File: src/rtl/fp_mul_pkg.sv
// Shared FP32 multiplier types: field widths, the buffered result entry, exception counter width.
package fp_mul_pkg;

    localparam int FP32_W    = 32;
    localparam int EXP_W     = 8;
    localparam int MANT_W    = 23;
    localparam int BIAS      = 127;
    localparam int EXC_CNT_W = 16;

    typedef struct packed {
        logic              udf;
        logic              ovf;
        logic [FP32_W-1:0] product;
    } fp_mul_entry_t;

    // Saturating count step; clear dominates so a same-cycle increment is dropped.
    function automatic logic [EXC_CNT_W-1:0] exc_cnt_next(input logic [EXC_CNT_W-1:0] cnt,
                                                         input logic clr,
                                                         input logic inc);
        logic [EXC_CNT_W-1:0] nxt;
        nxt = cnt;
        if (clr)
            nxt = '0;
        else if (inc && (cnt != {EXC_CNT_W{1'b1}}))
            nxt = cnt + EXC_CNT_W'(1);
        return nxt;
    endfunction

endpackage

File: src/rtl/fp_mul_exc_status.sv
// Sticky overflow/underflow status for accepted results.
// FPM_EXC_COUNT_EN adds saturating per-flag exception counters.
module fp_mul_exc_status
    import fp_mul_pkg::*;
(
    input  logic clk,
    input  logic rst_n,
    input  logic push,
    input  logic in_ovf,
    input  logic in_udf,
    input  logic clear_sticky,
    output logic sticky_ovf,
    output logic sticky_udf
`ifdef FPM_EXC_COUNT_EN
    ,
    output logic [EXC_CNT_W-1:0] ovf_count,
    output logic [EXC_CNT_W-1:0] udf_count
`endif
);

    logic sticky_ovf_q, sticky_ovf_d;
    logic sticky_udf_q, sticky_udf_d;

    // Set beats clear when a flagged push lands in the clear cycle.
    always_comb begin
        sticky_ovf_d = clear_sticky ? 1'b0 : sticky_ovf_q;
        sticky_udf_d = clear_sticky ? 1'b0 : sticky_udf_q;
        if (push && in_ovf) sticky_ovf_d = 1'b1;
        if (push && in_udf) sticky_udf_d = 1'b1;
    end

    always_ff @(posedge clk or negedge rst_n) begin
        if (!rst_n) begin
            sticky_ovf_q <= 1'b0;
            sticky_udf_q <= 1'b0;
        end else begin
            sticky_ovf_q <= sticky_ovf_d;
            sticky_udf_q <= sticky_udf_d;
        end
    end

    assign sticky_ovf = sticky_ovf_q;
    assign sticky_udf = sticky_udf_q;

`ifdef FPM_EXC_COUNT_EN
    logic [EXC_CNT_W-1:0] ovf_count_q, ovf_count_d;
    logic [EXC_CNT_W-1:0] udf_count_q, udf_count_d;

    always_comb begin
        ovf_count_d = exc_cnt_next(ovf_count_q, clear_sticky, push && in_ovf);
        udf_count_d = exc_cnt_next(udf_count_q, clear_sticky, push && in_udf);
    end

    always_ff @(posedge clk or negedge rst_n) begin
        if (!rst_n) begin
            ovf_count_q <= '0;
            udf_count_q <= '0;
        end else begin
            ovf_count_q <= ovf_count_d;
            udf_count_q <= udf_count_d;
        end
    end

    assign ovf_count = ovf_count_q;
    assign udf_count = udf_count_q;
`endif

endmodule

File: src/rtl/fp_mul_result_fifo.sv
// First-word fall-through result FIFO for the FP32 multiplier with sticky exception status.
// FPM_EXC_COUNT_EN exposes ovf_count/udf_count from the status block.
module fp_mul_result_fifo
    import fp_mul_pkg::*;
#(
    parameter  int DEPTH  = 4,
    localparam int ADDR_W = $clog2(DEPTH)
) (
    input  logic              clk,
    input  logic              rst_n,
    input  logic              in_valid,
    output logic              in_ready,
    input  logic [FP32_W-1:0] in_product,
    input  logic              in_overflow,
    input  logic              in_underflow,
    output logic              out_valid,
    input  logic              out_ready,
    output logic [FP32_W-1:0] out_product,
    output logic              out_overflow,
    output logic              out_underflow,
    output logic [ADDR_W:0]   level,
    output logic              sticky_ovf,
    output logic              sticky_udf,
    input  logic              clear_sticky
`ifdef FPM_EXC_COUNT_EN
    ,
    output logic [EXC_CNT_W-1:0] ovf_count,
    output logic [EXC_CNT_W-1:0] udf_count
`endif
);

    logic [ADDR_W:0] wr_ptr_q, wr_ptr_d;
    logic [ADDR_W:0] rd_ptr_q, rd_ptr_d;
    fp_mul_entry_t   mem_q [DEPTH];
    fp_mul_entry_t   mem_d [DEPTH];
    fp_mul_entry_t   head;
    logic            empty, full, push, pop;

    // Extra pointer MSB distinguishes full from empty when the address bits match.
    assign empty = (wr_ptr_q == rd_ptr_q);
    assign full  = (wr_ptr_q[ADDR_W-1:0] == rd_ptr_q[ADDR_W-1:0]) &&
                   (wr_ptr_q[ADDR_W] != rd_ptr_q[ADDR_W]);

    assign in_ready  = !full;
    assign out_valid = !empty;
    assign push      = in_valid && in_ready;
    assign pop       = out_valid && out_ready;
    assign level     = wr_ptr_q - rd_ptr_q;

    always_comb begin
        wr_ptr_d = wr_ptr_q;
        rd_ptr_d = rd_ptr_q;
        mem_d    = mem_q;
        if (push) begin
            mem_d[wr_ptr_q[ADDR_W-1:0]] = '{udf: in_underflow, ovf: in_overflow, product: in_product};
            wr_ptr_d = wr_ptr_q + (ADDR_W+1)'(1);
        end
        if (pop)
            rd_ptr_d = rd_ptr_q + (ADDR_W+1)'(1);
    end

    always_ff @(posedge clk or negedge rst_n) begin
        if (!rst_n) begin
            wr_ptr_q <= '0;
            rd_ptr_q <= '0;
        end else begin
            wr_ptr_q <= wr_ptr_d;
            rd_ptr_q <= rd_ptr_d;
        end
    end

    // Storage needs no reset: nothing is visible until a push marks it valid.
    always_ff @(posedge clk) begin
        mem_q <= mem_d;
    end

    assign head          = empty ? '0 : mem_q[rd_ptr_q[ADDR_W-1:0]];
    assign out_product   = head.product;
    assign out_overflow  = head.ovf;
    assign out_underflow = head.udf;

    fp_mul_exc_status u_exc_status (
        .clk          (clk),
        .rst_n        (rst_n),
        .push         (push),
        .in_ovf       (in_overflow),
        .in_udf       (in_underflow),
        .clear_sticky (clear_sticky),
        .sticky_ovf   (sticky_ovf),
        .sticky_udf   (sticky_udf)
`ifdef FPM_EXC_COUNT_EN
        ,
        .ovf_count    (ovf_count),
        .udf_count    (udf_count)
`endif
    );

endmodule

File: config.mk
export PLATFORM = sky130hd
export DESIGN_NAME = fp_mul_result_fifo
export DESIGN_NICKNAME = d
export VERILOG_FILES = /design/src/rtl/fp_mul_pkg.sv /design/src/rtl/fp_mul_exc_status.sv /design/src/rtl/fp_mul_result_fifo.sv
export SDC_FILE = /design/constraint.sdc
export NUM_CORES = 1
export LEC_CHECK = 0
export CORE_ASPECT_RATIO = 1.4
export CORE_MARGIN = 5
export CORE_UTILIZATION = 24
export CTS_BUF_LIST = sky130_fd_sc_hd__clkbuf_8
export DETAILED_ROUTE_END_ITERATION = 7
export HOLD_SLACK_MARGIN = 0.02
export PLACE_DENSITY_LB_ADDON = 0.15
export SLEW_MARGIN = 10
export SYNTH_ARGS = -nofsm -noshare
export SYNTH_HDL_FRONTEND = slang
export SYNTH_SLANG_ARGS = --single-unit
File: constraint.sdc
create_clock -name clk -period 3.95 [get_ports clk]
set_input_delay 0.9875 -clock clk [delete_from_list [all_inputs] [get_ports clk]]
set_output_delay 0.9875 -clock clk [all_outputs]
set_load 0.005 [all_outputs]
# Word level (Yosys, flattened, before mapping)
# Cells that the tools add are included.
# word_totals
elab_cells	47
regBits	144
output_inout_bits	41
# op_classes
n_eq_ne	3
n_lt_le_gt_ge	3
muxes	10
add_sub_neg	3
bitwise_logic	2
reduce_logical	10
# ops
operator	count
136-bit bitwise mux	1
34-bit 2-to-1 mux	4
34-bit binary-select mux with 2-bit select	1
34-bit demux with 2-bit select	1
3-bit by 1-bit adder with 3-bit output, second input constant	2
3-bit >= comparator, second input constant	2
1-bit logical AND	6
2-bit inverter with 3-bit output	2
2-bit nonzero test	2
3-bit == test	1
3-bit by 1-bit < comparator with 1-bit output, second input constant	1
1-bit 2-to-1 mux	3
3-bit subtractor	1
2-bit == test	1
1-bit logical NOT	2
1-bit inequality test	1

# Logic depth before layout (Yosys ltp)
# Gate-level depths: netlist (run 1).
# depth
word_depth	6
depth_mapped	8
depth_no_buf	5

# By module
# From an unflattened synthesis (run 1), not the netlist that was laid out.
# hier_totals
cells_unflattened	269
hier_area_um2	5793.1
# modules_own_cells
module	cells_per_inst	instances	area_per_inst_um2
fp_mul_result_fifo	261	1	5714.2
fp_mul_exc_status	8	1	78.8

# Worst setup path before layout (run 1)
# Ideal clock, no wire load.
# synth_timing
kind	reg-to-output
start	register rd_ptr_q[1]
end	output port out_product[11]
path_buffers	3
setup_slack_ps	1152
stages_incl_launch_ff	9
t_required_ps	2963
arrival_time_ps	1811
cell_sequence	dfrtp_1 > buf_2 > buf_2 > inv_1 > ha_1 > nand2_1 > nor2_1 > buf_2 > nor2b_1
# synth_via
elab_chain_len	5
elab_cells_between_ends	6
cone_classes	1 x eq/ne; 4 x mux; 1 x bitwise
# synth_rtl
element	line	source
from (decl)	fp_mul_result_fifo.sv:33	logic [ADDR_W:0] rd_ptr_q, rd_ptr_d;
from (signal assigned)	fp_mul_result_fifo.sv:68	rd_ptr_q <= rd_ptr_d;
2-bit inverter with 3-bit output (not written as such)	fp_mul_result_fifo.sv:77	assign head = empty ? '0 : mem_q[rd_ptr_q[ADDR_W-1:0]];
34-bit binary-select mux with 2-bit select	fp_mul_result_fifo.sv:77	
34-bit 2-to-1 mux (not written as such) (2 in a row)	fp_mul_result_fifo.sv:77	
34-bit 2-to-1 mux (*)	fp_mul_result_fifo.sv:77	
to (decl)	fp_mul_result_fifo.sv:18	output logic [FP32_W-1:0] out_product,
# Mark *: on every way between the ends. The rest lies on a longest branch, timed or not. The select of a mux whose other input is x is not followed.

# Worst setup path after layout (run 1)
# layout_timing
start	register rd_ptr_q[0]
end	output port out_product[30]
# The elaborated chain is that of the path after synthesis.

==> results of run 1 <==
-- area by class of cell --
type / count / share of cell area, %
clock buffers: 17 / 3.18
clock inverters: 15 / 2.65
inverters: 8 / 0.408
multi-input cells: 102 / 17.7
flip-flops and latches: 144 / 58.3
well taps: 306 / 5.21
repair buffers: 90 / 12.6
-- path summary, 6_finish.rpt --
path	slack, ns	from	end	cells after the start
max	0.29	rd_ptr_q[0]	out_product[30]	4
min	0.50	u_exc_status.sticky_ovf	u_exc_status.sticky_ovf	1
max reg2reg	1.68	wr_ptr_q[0]	mem_q[51]	5
min reg2reg	0.50	u_exc_status.sticky_ovf	u_exc_status.sticky_ovf	1
max in group asynchronous	2.79	rst_n	rd_ptr_q[0]	1
min in group asynchronous	0.84	rst_n	rd_ptr_q[2]	1
-- power by group --
part | switching (mW) | internal (mW)
Clock | 0.548 | 0.684
Combinational | 1.13 | 1.45
Sequential | 0.0877 | 2.06
Total | 1.77 | 4.20
-- layer usage --
metal	share of wire (%)	routed length, um	GRT usage [%]	vias up
li1	-	-	-	1257
met1	41	5000	10.8	1439
met2	54	6530	16.6	54
met3	3.3	406	2.49	13
met4	1.9	230	4.25	0
met5	0	0	0	-
-- flip-flops by register name, indices dropped and copies added (netlist names) --
signal and flops:
mem_q 136, rd_ptr_q 3, u_exc_status.sticky_ovf 1, u_exc_status.sticky_udf 1, wr_ptr_q 3
-- cells by family (layout without fill, tap and decap cells) --
| kind of cell | after synthesis | in the layout |
|---|---|---|
| buf+inv | 19 | 130 |
| simple gates | 45 | 45 |
| flops | 144 | 144 |
| compound gates | 6 | 6 |
| fa+ha+maj | 8 | 8 |
| xor+xnor | 5 | 5 |
| mux | 38 | 38 |
-- metrics by stage --
stage	utilization [%]	hold WS, ns	power [mW]	setup slack [ns]	instances
detailed placement	29.6	0.485	4.85	0.535	647
finish	31.6	0.504	5.96	0.286	682
global placement	29.6	0.482	4.84	0.589	647
global route	31.6	0.512	6.38	0.0594	682
floorplan	-	0.487	3.46	1.15	265
CTS	31.5	0.510	6.11	0.0119	679
-- placed cells by master (no fill, tap or decap), types with 2 or more instances in the layout --
| cell type | netlist | routed |
|---|---|---|
| dfrtp_1 | 8 | 6 |
| nand2_1 | 5 | 5 |
| edfxtp_1 | 136 | 136 |
| clkinvlp_4 | 0 | 3 |
| o21ai_0 | 3 | 3 |
| a32o_1 | 2 | 2 |
| nor2b_1 | 32 | 32 |
| buf_12 | 0 | 4 |
| dfrtp_2 | 0 | 2 |
| clkinv_4 | 0 | 4 |
| and3_2 | 0 | 4 |
| buf_4 | 0 | 7 |
| mux2_2 | 3 | 3 |
| clkinv_2 | 0 | 2 |
| mux4_2 | 30 | 30 |
| clkbuf_8 | 0 | 17 |
| ha_1 | 7 | 7 |
| bufinv_16 | 0 | 4 |
| clkdlybuf4s50_1 | 0 | 79 |
| xnor2_1 | 4 | 4 |
| mux4_1 | 4 | 4 |
| inv_1 | 8 | 9 |
-- critical path, delay by kind of cell, from the launching register on --
| kind | cells | cell delay, ns |
|---|---|---|
| buffers and inverters | 2 | 1.05 |
| multiplexers | 1 | 0.62 |
| flip-flops | 1 | 0.37 |
| AND/OR/NAND/NOR | 1 | 0.17 |
==> flow_metrics.py, run 1 <==
metrics = {
    "clock_network": {
        "root_buffer": "clkbuf_8",
        "cts_setup_buffers": 0,
        "cts_tree": "done",
        "clock-sinks": 144,
        "path_clk_slew_ns": 0.08,
        "clk_latency_ns": 0.44,
        "clockBufferDepth": 2,
        "postCtsHoldBufs": 0,
        "numCtsBuffers": 17,
        "cts_resized": 0,
        "h-tree-depth": 4,
    },
    "yosys": {
        "synth_area_leaders": "edfxtp_1 (72%), mux4_2 (12%), dfrtp_1 (3.5%), nor2b_1 (3.5%), mux4_1 (1.8%)",
        "synth_compound_area_share_pct": 0.704,
        "synth-simple-area-share_pct": 4.82,
        "synthTopCellsByCount": "edfxtp_1 (136), nor2b_1 (32), mux4_2 (30), dfrtp_1 (8), inv_1 (8)",
        "synthMuxAreaShare_pct": 14.5,
        "synthesis.area_um2": 5680,
        "seq_area_frac_synth_pct": 75.4,
        "synth-xor-area-share_pct": 0.770,
        "synth_cells": 265,
        "ys_warn_count": 0,
        "synthAdderAreaFrac_pct": 1.89,
        "ys_types": 23,
        "yosys.cell_count.top_type": "edfxtp_1",
        "synth_edf_count": 136,
        "synth_top_family_by_area": "multiplexers",
        "syn_nets": 312,
        "syn_avg_cell_area_um2": 21.4,
        "synth.largest_area_cell": "edfxtp_1",
        "synth-seq-cells": 144,
        "netlist.area_leader.share_pct": 71.8,
        "synth-main-ff-cell": "edfxtp_1",
        "async_flop_share_pct": 5.56,
    },
    "route": {
        "firstDrtPassIters": 4,
        "first_iter_violations": 89,
        "vias_per_cell": 4.05,
        "drc": 0,
        "wl_per_cell_um": 17.8,
        "postRouteAntennaNets": 0,
        "wl_um": 12200,
        "dr_total_vias": 2763,
    },
    "grt": {
        "grt_pass1_wl_um": 18400,
        "grt_antenna_before_repair": 0,
        "grt_usage_pct": 9.47,
        "grt_overflow": 0,
        "grt_max_degree": 38,
        "grt_pass1_vias": 3090,
    },
    "timing": {
        "finalCritPeriodShare_pct": 92.8,
        "finalHoldViolations": 0,
        "finalCriticalPeriod_ns": 3.66,
        "finalSetupViolations": 0,
        "fin_setup_tns_ns": 0,
        "slew_headroom_pct": 49.1,
        "slew_violations": 0,
        "rsz0062_at_grt": "no",
        "clock.fmax_mhz": 273,
        "tightest_slew_ns": 0.764,
        "skew_ns": 0.0138,
    },
    "worst_setup_path": {
        "crit_path_start_kind": "flop",
        "max_stage_delay_ns": 0.62,
        "cp.required_ns": 2.96,
        "crit_type": "flop to primary output",
        "path_cells": "buf_4, mux4_1, and2b_1, clkdlybuf4s50_1",
        "worstPathMaxFanout": 36,
        "critPathCaptureType": "primary output",
        "worstPathArrival_ns": 2.68,
        "slowest_stage": "mux4_1",
    },
    "placement": {
        "io_buffers": 79,
        "gp_congestion": 0.701,
        "dpl_cell_area_um2": 6900,
        "dpl.hpwl_um": 7400,
    },
    "layout": {
        "drive_gt1_share_pct": 21.8,
        "nets": 410,
        "multi_input_area_um2": 1300,
        "fin_area_um2": 7350,
        "register_area_um2": 4290,
        "fillerInstances": 2314,
        "antenna_cells": 0,
        "area_growth_pct": 29.4,
    },
    "pwr": {
        "power.leakage_nw": 2.43,
        "vdd_drop_max_mv": 0.445,
        "power.density_nw_per_um2": 811,
    },
    "flow_run": {
        "max-cap-violations": 0,
    },
    "floorplan": {
        "coreArea_um2": 23300,
        "io-pin-count": 80,
        "die_y_um": 192,
        "rows": 66,
        "initial_utilization_pct": 24.4,
        "dieArea_um2": 26900,
        "die_w_um": 140,
    },
    "status": {
        "status": "finished, final reports clean",
    },
    "hold_path": {
        "min_path_type": "flop to flop",
    },
}
No activity file was read; power rests on OpenSTA's default activity.
==> run 2: changes to the inputs <==
- ABC_CLOCK_PERIOD_IN_PS: default -> 3300
- SETUP_SLACK_MARGIN: default -> 0.05
- clock period: 3.95 -> 3.3 ns (I/O delays scaled with it)
==> run 2 against run 1 <==
Against the previous run: combinational power up 33%; core utilization increased by 0.65 points; sequential share of layout area shrank 1.2 points; count of clock-buffer cells in the layout unchanged; non-clock buffer count grew 14; sequential power grew 20%; clock skew down 0.0034 ns.
==> flow_metrics.py, run 2 (synthesis results as in run 1) <==
metrics = {
    "worst_setup_path": {
        "rrSetupSlack_ns": 1.03,
        "critPathCaptureType": "primary output",
        "rr_startpoint": "rd_ptr_q[0]",
        "crit_type": "flop to primary output",
        "ff2ff_path_depth": 5,
        "path_cells": "buf_4, ha_4, nand2_4, nor2_4, buf_12, and2b_1, clkdlybuf4s50_1",
        "max_stage_delay_ns": 0.45,
        "worstPathArrival_ns": 2.33,
        "crit_path_start_kind": "flop",
        "cp.required_ns": 2.47,
        "slowest_stage": "dfrtp_2",
        "worstReg2RegEnd": "mem_q[132]",
        "worstPathMaxFanout": 21,
    },
    "clock_network": {
        "clockBufferDepth": 2,
        "path_clk_slew_ns": 0.09,
        "clk_latency_ns": 0.43,
        "cts_tree": "done",
        "clock-sinks": 144,
        "h-tree-depth": 4,
        "numCtsBuffers": 17,
        "root_buffer": "clkbuf_8",
    },
    "timing": {
        "rsz0062_at_grt": "yes",
        "skew_ns": 0.0104,
        "slew_headroom_pct": 62.8,
        "clock.fmax_mhz": 316,
        "slew_violations": 0,
        "tightest_slew_ns": 0.559,
        "finalCriticalPeriod_ns": 3.16,
        "fin_setup_tns_ns": 0,
        "finalSetupViolations": 0,
        "finalHoldViolations": 0,
        "finalCritPeriodShare_pct": 95.7,
    },
    "layout": {
        "register_area_um2": 4290,
        "drive_gt1_share_pct": 27.2,
        "largest_registers": "mem_q: 136 flops, rd_ptr_q: 3 flops, wr_ptr_q: 3 flops",
        "multi_input_area_um2": 1330,
        "final_cell_mix": "edfxtp_1 (136), clkdlybuf4s50_1 (77), mux4_2 (31), nor2b_1 (27), clkbuf_8 (17)",
        "antenna_cells": 0,
        "stdcell_count": 696,
        "nets": 424,
        "largest_reg_flops": 136,
        "layout_commonest_cell": "edfxtp_1",
        "area_growth_pct": 32.0,
        "top_register": "mem_q",
        "fillerInstances": 2271,
    },
    "hold_path": {
        "whs_path_depth": 1,
        "hold_start": "u_exc_status.sticky_ovf",
        "min_path_type": "flop to flop",
        "min_to": "u_exc_status.sticky_ovf",
    },
    "floorplan": {
        "die_y_um": 192,
        "coreArea_um2": 23300,
        "rows": 66,
        "die_w_um": 140,
        "dieArea_um2": 26900,
        "initial_utilization_pct": 24.4,
        "io-pin-count": 80,
    },
    "grt": {
        "grt_pass1_vias": 3191,
        "grt_overflow": 0,
        "grt_max_degree": 35,
        "grt_pass1_wl_um": 19700,
        "grt_usage_pct": 10.0,
        "grt_antenna_before_repair": 0,
    },
    "route": {
        "postRouteAntennaNets": 0,
        "vias_per_cell": 4.09,
        "wl_um": 13100,
        "firstDrtPassIters": 4,
        "wl_per_cell_um": 18.8,
        "dr_total_vias": 2849,
        "first_iter_violations": 162,
        "drc": 0,
    },
    "placement": {
        "io_buffers": 79,
        "dpl.hpwl_um": 7920,
        "dpl.cell_count": 652,
        "gp_congestion": 0.706,
    },
    "flow_run": {
        "max-cap-violations": 0,
    },
    "pwr": {
        "power.leakage_nw": 2.53,
        "power.density_nw_per_um2": 972,
        "vdd_drop_max_mv": 0.620,
    },
    "status": {
        "status": "finished, final reports clean",
    },
}
==> run 2: changes by cell type in the layout (fill, tap and decap cells not counted), moves of 3 or more <==
cell	delta
clkinv_4	-3
buf_4	+7
nor2b_2	+5
bufinv_16	-4
inv_6	+8
buf_12	+3
nor2b_1	-5
==> run 2: timing repair <==
| item | 4_1_cts | 5_1_grt |
|---|---|---|
| gates resized for setup | 8 | 11 |
| gates cloned | 1 | 0 |
| setup endpoints to repair | 34 | 25 |
| pin swaps | 0 | 0 |
| hold buffers | 0 | 0 |
| setup buffers | 2 | 10 |
==> run 2: metal layers <==
metal	share of wire (%)	up-vias	global-route usage [%]
met3	4.1	7	2.99
met1	40	1504	11.4
met2	54	55	18.0
li1	-	1283	-
met4	1.2	0	3.24
met5	0	-	0
==> run 2: through the flow <==
step | area [um^2] | power [mW] | hold slack [ns] | worst slack [ns] | util [%]
after global placement | 6930 | 5.82 | 0.488 | 0.412 | 29.7
after CTS | 7360 | 7.26 | 0.509 | 0.0534 | 31.6
final | 7510 | 7.29 | 0.501 | 0.140 | 32.2
after floorplan | 5680 | 4.14 | 0.487 | 0.664 | -
after detailed placement | 6930 | 5.82 | 0.484 | 0.364 | 29.7
after global routing | 7510 | 7.80 | 0.519 | 0.0276 | 32.2
==> run 2: layout make-up <==
class,instances,area share [%]
Clock buffer,17,3.12
Timing Repair Buffer,104,14.9
Sequential cell,144,57.1
Inverter,8,0.400
Clock inverter,15,1.62
Multi-Input combinational cell,102,17.7
Tap cell,306,5.10
==> run 2: power by group <==
part | internal (mW) | switching [mW] | leakage, nW | total (mW)
Clock | 0.540 | 0.721 | 0.175 | 1.26
Combinational | 1.99 | 1.46 | 1.01 | 3.45
Sequential | 2.47 | 0.115 | 1.34 | 2.58
Total | 5.00 | 2.30 | 2.53 | 7.29
==> run 2: critical path, delay by kind of cell, from the launching register on <==
| family | cells | cell delay (ns) |
|---|---|---|
| buffers and inverters | 3 | 0.77 |
| and+or+nand+nor | 3 | 0.40 |
| DFF | 1 | 0.45 |
| adders and majority gates | 1 | 0.28 |
==> run 2: worst max path at each step <==
stage                 from               to
2_1_floorplan  rd_ptr_q[1]  out_product[11]
3_3_place_gp   wr_ptr_q[0]     out_overflow
3_5_place_dp   wr_ptr_q[0]     out_overflow
4_1_cts        rd_ptr_q[0]  out_product[20]
5_1_grt        rd_ptr_q[0]  out_product[30]
6_report       rd_ptr_q[0]  out_product[30]
==> run 3: changes to the inputs <==
- GPL_ROUTABILITY_DRIVEN: default -> 0
==> results of run 3 <==
The final DEF is identical to that of run 2; final timing and power are the same.
